[config.mk]
export PLATFORM = sky130hd
export DESIGN_NAME = quad_encoder_array
export DESIGN_NICKNAME = d
export VERILOG_FILES = /design/src/rtl/quad_encoder_array.sv
export SDC_FILE = /design/constraint.sdc
export NUM_CORES = 1
export LEC_CHECK = 0
export CAP_MARGIN = 20
export CORE_AREA = 3 3 149 224
export DETAILED_ROUTE_END_ITERATION = 7
export DIE_AREA = 0 0 152 227
export DONT_BUFFER_PORTS = 1
export PLACE_DENSITY = 0.55
export RECOVER_POWER = 50
export SLEW_MARGIN = 20
export SYNTH_ARGS = -nofsm -noshare
export SYNTH_HDL_FRONTEND = slang
export SYNTH_SLANG_ARGS = --single-unit
[constraint.sdc]
create_clock -name i_clk -period 6.9 [get_ports i_clk]
set_input_delay 0.345 -clock i_clk [delete_from_list [all_inputs] [get_ports i_clk]]
set_output_delay 0.345 -clock i_clk [all_outputs]
set_load 0.02 [all_outputs]
[src/rtl/quad_encoder_array.sv]
// quad_encoder_array
// Multi-channel quadrature encoder front end. Every channel synchronises and
// glitch-filters its A/B pins, decodes quadrature steps into a wrapping signed
// position, flags illegal (double-bit) transitions and reports the number of
// steps seen in each fixed-length velocity window.
module quad_encoder_array #(
  parameter int CHANNELS      = 2,
  parameter int COUNT_WIDTH   = 24,
  parameter int FILTER_CYCLES = 100,
  parameter int VEL_WINDOW    = 32000
) (
  input  logic                            i_clk,
  input  logic                            i_reset,
  input  logic [CHANNELS-1:0]             i_quadA,
  input  logic [CHANNELS-1:0]             i_quadB,
  input  logic [CHANNELS-1:0]             i_zero,
  input  logic                            i_errorClear,
  output logic [CHANNELS*COUNT_WIDTH-1:0] o_count,
  output logic [CHANNELS*COUNT_WIDTH-1:0] o_velocity,
  output logic                            o_velValid,
  output logic [CHANNELS-1:0]             o_error
);

  // Filter stability counter: one value is accepted after FILTER_CYCLES
  // consecutive mismatching samples, so the counter only needs to reach
  // FILTER_CYCLES-1 before the update fires.
  localparam int                FILT_W    = $clog2(FILTER_CYCLES + 1);
  localparam logic [FILT_W-1:0] FILT_LAST = FILT_W'(FILTER_CYCLES - 1);

  // Startup hold covers the filter settling time plus the synchroniser and
  // decoder pipeline, so a static encoder that disagrees with the all-zero
  // reset state does not produce a bogus step or error.
  localparam int                HOLD_CYCLES = FILTER_CYCLES + 4;
  localparam int                HOLD_W      = $clog2(HOLD_CYCLES + 1);
  localparam logic [HOLD_W-1:0] HOLD_DONE   = HOLD_W'(HOLD_CYCLES);

  // Shared velocity window counter runs 0..VEL_WINDOW-1.
  localparam int               WIN_W    = $clog2(VEL_WINDOW);
  localparam logic [WIN_W-1:0] WIN_LAST = WIN_W'(VEL_WINDOW - 1);

  logic [HOLD_W-1:0] r_startCnt;
  logic              w_hold;
  logic [WIN_W-1:0]  r_winCnt;
  logic              w_winLast;
  logic              r_velValid;

  assign w_hold    = (r_startCnt != HOLD_DONE);
  assign w_winLast = (r_winCnt == WIN_LAST);

  // Count the startup hold cycles after reset release, then park at the end.
  always_ff @(posedge i_clk or posedge i_reset) begin
    if (i_reset) begin
      r_startCnt <= '0;
    end else if (w_hold) begin
      r_startCnt <= r_startCnt + HOLD_W'(1);
    end
  end

  // Free-running velocity window; the terminal cycle raises a one-cycle valid.
  always_ff @(posedge i_clk or posedge i_reset) begin
    if (i_reset) begin
      r_winCnt   <= '0;
      r_velValid <= 1'b0;
    end else begin
      r_velValid <= w_winLast;
      if (w_winLast) begin
        r_winCnt <= '0;
      end else begin
        r_winCnt <= r_winCnt + WIN_W'(1);
      end
    end
  end

  assign o_velValid = r_velValid;

  for (genvar ch = 0; ch < CHANNELS; ch++) begin : gen_ch
    // Bit 1 carries A, bit 0 carries B throughout the channel.
    logic [1:0]                    w_raw;
    logic [1:0]                    r_sync1;
    logic [1:0]                    r_sync2;
    logic [1:0]                    r_filt;
    logic [FILT_W-1:0]             r_stable [2];
    logic [1:0]                    r_prev;
    logic signed [1:0]             w_step;
    logic                          w_illegal;
    logic signed [COUNT_WIDTH-1:0] r_count;
    logic signed [COUNT_WIDTH-1:0] r_acc;
    logic signed [COUNT_WIDTH-1:0] r_vel;
    logic signed [COUNT_WIDTH:0]   w_accSum;
    logic signed [COUNT_WIDTH-1:0] w_accSat;
    logic                          r_err;

    assign w_raw = {i_quadA[ch], i_quadB[ch]};

    // Two-flop synchroniser on both raw encoder pins.
    always_ff @(posedge i_clk or posedge i_reset) begin
      if (i_reset) begin
        r_sync1 <= 2'b00;
        r_sync2 <= 2'b00;
      end else begin
        r_sync1 <= w_raw;
        r_sync2 <= r_sync1;
      end
    end

    // Glitch filter: a synced value must disagree with the filtered value for
    // FILTER_CYCLES consecutive cycles before it is accepted.
    always_ff @(posedge i_clk or posedge i_reset) begin
      if (i_reset) begin
        r_filt <= 2'b00;
        for (int k = 0; k < 2; k++) begin
          r_stable[k] <= '0;
        end
      end else begin
        for (int k = 0; k < 2; k++) begin
          if (r_sync2[k] == r_filt[k]) begin
            r_stable[k] <= '0;
          end else if (r_stable[k] == FILT_LAST) begin
            r_filt[k]   <= r_sync2[k];
            r_stable[k] <= '0;
          end else begin
            r_stable[k] <= r_stable[k] + FILT_W'(1);
          end
        end
      end
    end

    // Remember last cycle's filtered state for the transition decoder.
    always_ff @(posedge i_clk or posedge i_reset) begin
      if (i_reset) begin
        r_prev <= 2'b00;
      end else begin
        r_prev <= r_filt;
      end
    end

    // Decode previous->current {A,B}; A leading B is a forward step, and a
    // double-bit change is illegal. Everything is muted during startup hold.
    always_comb begin
      w_step    = 2'sb00;
      w_illegal = 1'b0;
      case ({r_prev, r_filt})
        4'b0010, 4'b1011, 4'b1101, 4'b0100: w_step = 2'sb01;
        4'b1000, 4'b1110, 4'b0111, 4'b0001: w_step = 2'sb11;
        4'b0011, 4'b1100, 4'b0110, 4'b1001: w_illegal = 1'b1;
        default: begin
        end
      endcase
      if (w_hold) begin
        w_step    = 2'sb00;
        w_illegal = 1'b0;
      end
    end

    // Position count wraps naturally; a zero request beats a same-cycle step.
    always_ff @(posedge i_clk or posedge i_reset) begin
      if (i_reset) begin
        r_count <= '0;
      end else if (i_zero[ch]) begin
        r_count <= '0;
      end else begin
        r_count <= r_count + COUNT_WIDTH'(w_step);
      end
    end

    // Accumulator plus step, clamped to the signed limits instead of wrapping
    // so a runaway window reports full scale rather than a sign flip.
    always_comb begin
      w_accSum = (COUNT_WIDTH + 1)'(r_acc) + (COUNT_WIDTH + 1)'(w_step);
      w_accSat = w_accSum[COUNT_WIDTH-1:0];
      if (w_accSum[COUNT_WIDTH] != w_accSum[COUNT_WIDTH-1]) begin
        if (w_accSum[COUNT_WIDTH]) begin
          w_accSat = {1'b1, {(COUNT_WIDTH - 1){1'b0}}};
        end else begin
          w_accSat = {1'b0, {(COUNT_WIDTH - 1){1'b1}}};
        end
      end
    end

    // Accumulate steps across the window and publish them on the terminal cycle.
    always_ff @(posedge i_clk or posedge i_reset) begin
      if (i_reset) begin
        r_acc <= '0;
        r_vel <= '0;
      end else if (w_winLast) begin
        r_vel <= w_accSat;
        r_acc <= '0;
      end else begin
        r_acc <= w_accSat;
      end
    end

    // Sticky illegal-transition flag; a new error beats a same-cycle clear.
    always_ff @(posedge i_clk or posedge i_reset) begin
      if (i_reset) begin
        r_err <= 1'b0;
      end else if (w_illegal) begin
        r_err <= 1'b1;
      end else if (i_errorClear) begin
        r_err <= 1'b0;
      end
    end

    assign o_count[ch*COUNT_WIDTH +: COUNT_WIDTH]    = r_count;
    assign o_velocity[ch*COUNT_WIDTH +: COUNT_WIDTH] = r_vel;
    assign o_error[ch]                               = r_err;
  end

endmodule
After elaboration in Yosys (flattened, before gate mapping)
Index checks and enable logic that the tools add are counted.
Operators by class
  add/sub/neg operators: 10
  multiply operators: 0
  div/mod/pow operators: 0
  magnitude comparators: 0
  equality and inequality tests: 36
  shifts and indexed selects: 0
  muxes and demuxes: 28
  bitwise gates (word level): 4
  reductions and logical operators: 12
Operator list (count)
  $mux 24: 8
  $mux 7: 8
  $add 24x2->25: 2
  $add 24x2->24: 2
  $eq 4x4->1 const B: 12
  $add 7x1->7 const B: 5
  $eq 7x7->1 const B: 4
  $eq 4x3->1 const B: 6
  $reduce_or 4->1: 6
  $eq 4x2->1 const B: 4
  $add 15x1->15 const B: 1
  $eq 15x15->1 const B: 1
  $mux 15: 1
  $eq 4x1->1 const B: 2
  $pmux 2 s2: 2
  $reduce_and 2->1: 4
  $mux 1: 7
  $ne 7x7->1 const B: 1
  $eq 1x1->1: 4
  $mux 2: 2
  $not 1->1: 4
  $reduce_bool 2->1: 2
  $ne 1x1->1: 2
Storage, ports and cells
  register bits after elaboration: 213
  bits in latches: 0
  memory bits (writable): 0
  ROM bits: 0
  input bits: 9
  output and inout port bits: 99
  memories: 0

Depth between registers and ports, before layout
Gate-level depths: netlist of run 1.
  word-level depth: 8
  mapped depth: 17
  mapped depth without buffers: 15

Worst setup path after synthesis of run 1
No wires, ideal clock.
  kind: register -> register
  start: reg r_startCnt[2]
  end: reg gen_ch[0].r_vel[16]
  library setup time: 0.125 ns
  arrival: 6.307 ns
  required time: 6.775 ns
  path slack: 0.468 ns
  cell stages (with the launch flop): 14
  buffers on the path: 1
  period minus slack after synthesis: 6.432 ns
  cells stage by stage: dfrtp_1 > and4b_1 > nand3b_1 > nor3_1 > ha_1 > a21o_1 > or3_1 > o21a_2 > a21oi_2 > a211oi_1 > o21a_1 > buf_6 > maj3_2 > mux2_4
Between the ends
  longest elaborated chain between the ends: 5
  elaborated cells on any way between the ends: 6
  those cells by class: add/sub (1); eq/ne (2); mux (3)
Ends and longest elaborated chain
  from (decl): RTL line 41  | logic [HOLD_W-1:0] r_startCnt;
  from (signal assigned): RTL line 55  | r_startCnt <= r_startCnt + HOLD_W'(1);
  $ne 7x7->1 *: RTL line 47  | assign w_hold = (r_startCnt != HOLD_DONE);
  $mux 2 *: RTL line 149  | if (w_hold) begin
  $add 24x2->25 *: RTL line 169  | w_accSum = (COUNT_WIDTH + 1)'(r_acc) + (COUNT_WIDTH + 1)'(w_step);
  $mux 24 / $ne 1x1->1 (equally long branches): RTL line 172, 171
  $mux 24 *: RTL line 171  | if (w_accSum[COUNT_WIDTH] != w_accSum[COUNT_WIDTH-1]) begin
  to (signal assigned): RTL line 186  | r_vel <= w_accSat;
  to (decl): RTL line 88  | logic signed [COUNT_WIDTH-1:0] r_vel;
Every way passes the cells marked *; elsewhere a longest branch is shown, timed or not.
A chain may end at the register's enable or synchronous reset.

Worst setup path after layout of run 1
  start: reg r_startCnt[0]
  end: reg gen_ch[1].r_acc[11]
Between the ends
  longest elaborated chain between the ends: 6
  elaborated cells on any way between the ends: 7
  those cells by class: add/sub (1); eq/ne (2); mux (4)
Ends and longest elaborated chain
  $ne 7x7->1 *: RTL line 47
  $mux 2 *: RTL line 149
  $add 24x2->25 *: RTL line 169
  $mux 24 / $ne 1x1->1 (equally long branches): RTL line 172, 171
  $mux 24 *: RTL line 171
  $mux 24 *: RTL line 185  | end else if (w_winLast) begin
  to (signal assigned): RTL line 189  | r_acc <= w_accSat;
  to (decl): RTL line 87  | logic signed [COUNT_WIDTH-1:0] r_acc;
Marked as above.

==> results.cfg, run 1 <==
[global_routing]
use_met2_pct = 32.01
grt_use_total_pct = 17.35
antenna_found_initial = 0
grt_pass1_wl_um = 50450
met1_usage_pct = 20.79
grt_use_met3_pct = 3.709
grt_pass1_vias = 10010
grt_max_degree = 102
grt_busiest_layer = met2
overflow = 0

[power]
combPwrFrac_pct = 1.9
p_clk_share_pct = 51.0
seq_power_share_pct = 47.1
internal_power_w = 0.002111
powerDensity_mw_per_mm2 = 189.3
peakVddDrop_mv = 0.2276
power_switching_w = 0.0005753
p_total_w = 0.002686
power_switching_share_pct = 21.42
p_leak_nw = 7.048

[synth]
ys_top_cells_by_count = 213 x dfrtp_1, 182 x nor2_1, 135 x a21oi_1
synth.area.top_cells = dfrtp_1 41%, ha_1 9.8%, nor2_1 5.3%, a21oi_1 5.2%, xnor2_1 4.8%
syn-cell-area_mm2 = 0.01293
ys.warnings.count = 0
synth_enable_flop_cells = 0
synth.top_cell.area_share_pct = 41.23
async_flop_share_pct = 100.0
ys_seq_elements = 213
netlist-cell-type-count = 81
synth.most_common_cell = dfrtp_1
syn_inst = 1366
yosysSeqAreaShare_pct = 41.23
synth.net_count = 1480
post_synth.cell_area_avg_um2 = 9.464
synth_area_leader_cell = dfrtp_1
ys.flop_type = dfrtp_1

[routing]
drt_iter0_drc = 471
drt_wl_total_um = 30280
viasPerCell = 5.533
vias = 9877
drc = 0
postRouteAntennaNets = 0
drt_pre_antenna_iters = 5
routedWlPerCell_um = 16.96

[run_status]
violations = capacitance limit, slew limit
status = complete, but fails checks

[placed_design]
io_buffers = 0
dpl-instance-area_mm2 = 0.01327
dp_hpwl_um = 21090
gp_congestion = 0.8391

[die]
rows = 80
fp.dieW_um = 152
coreArea_mm2 = 0.03163
die-height_um = 227
start_util_pct = 40.87
die_area_mm2 = 0.03450
io_pins = 108

[critical_path]
endpoint_kind = flop
crit_arrival_ns = 5.55
critPathLaunchType = flop
crit_required_ns = 7.35
cp_max_fo = 22
criticalPathCategory = reg -> reg

[job]
maxCapViolCount = 1

[timing]
holdWs_ns = 0.03940
fmax_ghz = 0.1958
rsz0062_at_grt = false
maxSlewViolCount = 102
skew_ns = 0.01294
worst_pin_slew_ns = 4.623
tns_ns = 0
hold_viol = 0
setup_viol = 0
slew_headroom_pct = -209.9
period_needed_ns = 5.108
fin_crit_sh_pct = 74.03

[cts]
clockBufferDepth = 3
htreeDepth = 1
clock_latency_ns = 0.53
postCtsSetupRepairBufs = 0
clock_sinks = 213
cts_inserted_buffers = 23
cts_root_buf = clkbuf_16
clk_pin_slew_ns = 0.06
cts_tree = built

[final_layout]
antenna_cells = 0
nets = 1474
utilization_pct = 44.85
multiInputGateArea_mm2 = 0.007241
drive_above_1_share_pct = 6.182
syn2layout_area_growth_pct = 9.747
fillerInstances = 3114
ff_latch_area_mm2 = 0.005330
stdcell_area_mm2 = 0.01419

[hold_path]
min_path_type = in -> reg
routing by layer:
metal / share of wire, % / vias up
li1: - / 4887
met1: 42 / 4806
met2: 51 / 153
met4: 1.5 / 0
met5: 0 / -
met3: 5.3 / 31
power groups by stage:
stage                     Sequential [W]  Clock, W  Combinational [W]
after floorplan                  0.00129         0          0.0000376
after global placement           0.00129         0          0.0000462
after detailed placement         0.00129         0          0.0000469
final                            0.00127   0.00137          0.0000517
after global routing             0.00127   0.00147          0.0000616
after CTS                        0.00126   0.00142          0.0000559
kinds of logic (layout without fill, tap and decap cells):
group | after synthesis | count (layout) | share of synthesized area (%)
multiplexers | 13 | 13 | 1.171
adder cells (fa/ha/maj) | 119 | 119 | 11.50
XOR/XNOR | 118 | 118 | 8.053
flip-flops | 213 | 213 | 41.23
AND/OR/NAND/NOR | 456 | 456 | 16.68
buffers and inverters | 83 | 92 | 2.894
AO/OA/AOI/OAI | 364 | 364 | 18.48
worst max-delay path: stages (launching register included):
cell	delay [ns]
dfrtp_1	0.41
inv_1	0.11
ha_1	0.16
nand3b_1	0.32
nor3_2	0.80
inv_1	0.14
fa_1	0.44
nand2b_1	0.20
a21o_1	0.21
a211oi_1	0.43
a311o_1	0.38
a31oi_4	0.14
o211ai_1	0.36
nand2_1	0.60
a21oi_1	0.32
metrics by stage:
stage	cells	setup WS [ns]
after floorplan	1366	0.4678
after global routing	1785	1.295
final	1785	1.792
after detailed placement	1736	1.605
after global placement	1736	1.774
after CTS	1784	1.598
layout make-up:
class | instances | share of cell area [%]
flip-flops and latches | 213 | 37.57
well taps | 410 | 3.616
clock inverters | 11 | 1.314
inverters | 36 | 0.9701
repair buffers | 16 | 0.9966
multi-input cells | 1070 | 51.04
clock buffers | 29 | 4.498
layout by cell type (no fill, tap or decap), types with 5 or more instances in the layout:
cell type	count
clkbuf_16	23
bufinv_16	5
or3_1	8
a21o_1	49
nor3b_1	6
maj3_1	12
clkinv_2	5
buf_4	6
o21a_1	10
o21bai_1	7
a31oi_1	7
a21oi_1	135
o31ai_1	10
nand2_1	71
nand4_1	11
nor2b_1	16
and2_1	15
and3_1	21
xnor2_1	71
nand2b_1	16
xor2_1	46
dlygate4sd3_1	8
dfrtp_1	213
nand3_1	60
a211oi_1	18
nor2_1	182
o211ai_1	14
ha_1	101
o21ai_0	53
mux2_2	9
inv_1	34
nor3_1	24
a211o_1	7
final timing paths:
path / startpoint / to / slack [ns] / depth (start not counted)
max in group asynchronous: i_reset / gen_ch[1].r_count[9] / 2.35 / 3
min in group asynchronous: i_reset / gen_ch[1].r_stable[7] / 1.69 / 2
setup / recovery: r_startCnt[0] / gen_ch[1].r_acc[11] / 1.79 / 14
setup reg to reg: r_startCnt[0] / gen_ch[1].r_acc[11] / 1.79 / 14
hold / removal: i_zero[1] / gen_ch[1].r_count[12] / 0.04 / 3
hold reg to reg: gen_ch[1].r_sync1[0] / gen_ch[1].r_sync2[0] / 0.35 / 0
flip-flops by register name, indices dropped and copies added (netlist names):
register         flops
gen_ch.r_filt        4
gen_ch.r_sync2       4
r_winCnt            15
gen_ch.r_sync1       4
o_velValid           1
gen_ch.r_stable     28
gen_ch.r_acc        48
gen_ch.r_err         2
gen_ch.r_prev        4
r_startCnt           7
gen_ch.r_vel        48
gen_ch.r_count      48
repair_timing:
item / 4_1_cts / 5_1_grt
gates resized for setup: 0 / 0
endpoints found under the hold margin: 148 / 0
hold buffers: 8 / 0
(Power assumes the default switching activity.)
==> inputs of run 2 (changes only) <==
--- a/config.mk
+++ b/config.mk
@@ -5,12 +5,13 @@
 export SDC_FILE = /design/constraint.sdc
 export NUM_CORES = 1
 export LEC_CHECK = 0
+export ABC_AREA = 1
 export CAP_MARGIN = 20
-export CORE_AREA = 3 3 149 224
+export CORE_AREA = 3 3 154 231
 export DETAILED_ROUTE_END_ITERATION = 7
-export DIE_AREA = 0 0 152 227
+export DIE_AREA = 0 0 157 234
 export DONT_BUFFER_PORTS = 1
-export PLACE_DENSITY = 0.55
+export PLACE_DENSITY = 0.53
 export RECOVER_POWER = 50
 export SLEW_MARGIN = 20
 export SYNTH_ARGS = -nofsm -noshare
==> constraint.sdc (replaced) <==
create_clock -name i_clk -period 4.95 [get_ports i_clk]
set_input_delay 0.2475 -clock i_clk [delete_from_list [all_inputs] [get_ports i_clk]]
set_output_delay 0.2475 -clock i_clk [all_outputs]
set_load 0.02 [all_outputs]
==> run 2 against run 1 <==
Compared with the run above:
- the run still ends with capacitance limit, slew limit left
- sequential share of layout area fell by 2.1 points
- hold slack improved by 0.12 ns
- final cell count grew 26%
- critical path depth rose by 5
- critical endpoint is now gen_ch[1].r_vel[22]
- highest routed layer unchanged
==> results.cfg, run 2 <==
[run_status]
status = complete, but fails checks
violations = capacitance limit, slew limit

[cts]
cts_tree = built
postCtsSetupRepairBufs = 0
cts_inserted_buffers = 25
htreeDepth = 1
cts_resized = 0
clock_latency_ns = 0.55
clk_pin_slew_ns = 0.06
cts_hold_buf = 8
clock_sinks = 213
clockBufferDepth = 3
cts_root_buf = clkbuf_16

[timing]
rsz0062_at_grt = false
fmax_ghz = 0.2346
fin_ws_ns = 0.6869
maxSlewViolCount = 133
fin_crit_sh_pct = 86.12
tns_ns = 0
period_needed_ns = 4.263
setup_viol = 0
worst_pin_slew_ns = 3.299
holdWs_ns = 0.1547
slew_headroom_pct = -119.9
hold_viol = 0
skew_ns = 0.008412

[final_layout]
nets = 1930
top_regs = gen_ch.r_acc: 48 flops, gen_ch.r_count: 48 flops, gen_ch.r_vel: 48 flops
mostFrequentLayoutCells = 477 x nand2_1, 213 x dfrtp_1, 192 x nor2_1, 181 x a21oi_1, 177 x inv_1
stdcell_area_mm2 = 0.01505
syn2layout_area_growth_pct = 9.546
utilization_pct = 44.85
antenna_cells = 0
final_common_cell = nand2_1
drive_above_1_share_pct = 5.289

[global_routing]
grt_max_degree = 133
antenna_found_initial = 0
grt_use_total_pct = 19.19
grt_pass1_vias = 11700
overflow = 0
grt_pass1_wl_um = 57680

[synth]
synth.top_cell.area_share_pct = 38.80
post_synth.cell_area_avg_um2 = 7.585
synth_area_leader_cell = dfrtp_1
synth.area.top_cells = dfrtp_1 39%, nand2_1 13%, ha_1 9.2%, a21oi_1 6.6%, nor2_1 5.2%
ys.flop_type = dfrtp_1
syn_inst = 1811
netlist-cell-type-count = 45
ys.warnings.count = 0
ys_seq_elements = 213
ys_top_cells_by_count = 477 x nand2_1, 213 x dfrtp_1, 192 x nor2_1
synth_enable_flop_cells = 0
synth.net_count = 1925
syn-cell-area_mm2 = 0.01374
async_flop_share_pct = 100.0
yosysSeqAreaShare_pct = 38.80
synth.most_common_cell = nand2_1

[power]
internal_power_w = 0.003009
power_switching_share_pct = 21.38
power_switching_w = 0.0008186
p_clk_share_pct = 52.2
p_leak_nw = 8.016
combPwrFrac_pct = 1.8
peakVddDrop_mv = 0.2524
seq_power_share_pct = 46.0
powerDensity_mw_per_mm2 = 254.4

[placed_design]
dpl-instance-area_mm2 = 0.01410
dp_hpwl_um = 26230
place_ws_ns = 0.5884
gp_congestion = 0.9213
io_buffers = 0

[critical_path]
endpoint_kind = flop
critPathLaunchType = flop
r2r_cells = 19
crit_arrival_ns = 4.74
cp_max_fo = 24
crit_required_ns = 5.43
criticalPathCategory = reg -> reg

[die]
io_pins = 108
fp.dieW_um = 157
die-height_um = 234
rows = 82
coreArea_mm2 = 0.03355
start_util_pct = 40.95
die_area_mm2 = 0.03674

[routing]
viasPerCell = 5.186
postRouteAntennaNets = 0
drc = 0
drt_iter0_drc = 468
drt_wl_total_um = 35170
vias = 11690
drt_pre_antenna_iters = 5
routedWlPerCell_um = 15.60

[hold_path]
min_path_cells = 3
min_path_type = in -> reg

[job]
maxCapViolCount = 1
[run 2: cell count changes in the layout (fill, tap and decap cells not counted), sizes merged, moves of 18 or more]
cell / before / now
nor2: 182 / 200
nand3: 60 / 78
and3: 21 / 3
inv: 35 / 181
a21oi: 140 / 189
a21o: 49 / 9
a31oi: 8 / 26
nand2: 71 / 494
a211oi: 20 / 0
o21ai: 57 / 97
xnor2: 72 / 35
[run 2: path summary, 6_finish.rpt]
kind / from / to / slack [ns]
min in group asynchronous: i_reset / gen_ch[1].r_count[13] / 0.19
hold / removal: i_zero[0] / gen_ch[0].r_count[23] / 0.15
setup / recovery: r_startCnt[0] / gen_ch[1].r_vel[22] / 0.69
setup reg to reg: r_startCnt[0] / gen_ch[1].r_vel[22] / 0.69
hold reg to reg: gen_ch[1].r_sync1[0] / gen_ch[1].r_sync2[0] / 0.35
max in group asynchronous: i_reset / gen_ch[0].r_acc[17] / 1.23
[run 2: power by group through the flow]
stage | Clock [W] | Sequential, W | Combinational (W)
after detailed placement | 0 | 0.00179 | 0.0000678
after global placement | 0 | 0.00179 | 0.0000669
after floorplan | 0 | 0.00179 | 0.0000488
after global routing | 0.00213 | 0.00176 | 0.0000806
final | 0.00200 | 0.00176 | 0.0000677
after CTS | 0.00207 | 0.00176 | 0.0000745
[run 2: logic make-up (layout without fill, tap and decap cells)]
kind of cell | after synthesis | in the layout | share of synthesized area (%)
compound gates | 351 | 351 | 13.99
xor+xnor | 67 | 67 | 4.272
fa+ha+maj | 105 | 105 | 9.782
buf+inv | 220 | 243 | 6.831
flops | 213 | 213 | 38.80
mux | 4 | 4 | 0.3279
simple gates | 851 | 851 | 26.00
[run 2: critical path: stages, from the launching register on]
cell and delay, ns:
dfrtp_1 0.38, inv_1 0.12, ha_1 0.16, nand3_1 0.08
nor2_2 0.32, nand3_1 0.25, inv_1 0.72, ha_1 0.43
or2_1 0.25, nand3_1 0.10, nand2_2 0.10, nand2_1 0.12
nand3_1 0.11, nand2_2 0.10, nand2_1 0.07, nand2_2 0.42
nand3_1 0.20, nand2_1 0.11, nand2_1 0.07, nand2_1 0.08
[run 2: per-layer routing]
metal | global-route usage, % | routed length, um
met1 | 21.34 | 13790
met2 | 36.02 | 18680
met3 | 2.696 | 1197
met4 | 8.158 | 1504
met5 | 0 | 0
[run 2: area by class of cell]
cell class                 instances  area [um^2]
clock inverter                    11        200.2
fill                            3385        18500
clock buffer                      34        689.4
inverter                         182        684.4
tap                              420        525.5
multi-input combinational       1378         7468
timing repair buffer              16        150.1
sequential                       213         5330
[run 2: through the flow]
stage,std cells,power (W)
after global routing,2254,0.003969
after CTS,2254,0.003904
after detailed placement,2201,0.001860
final,2254,0.003828
after global placement,2201,0.001858
after floorplan,1811,0.001840
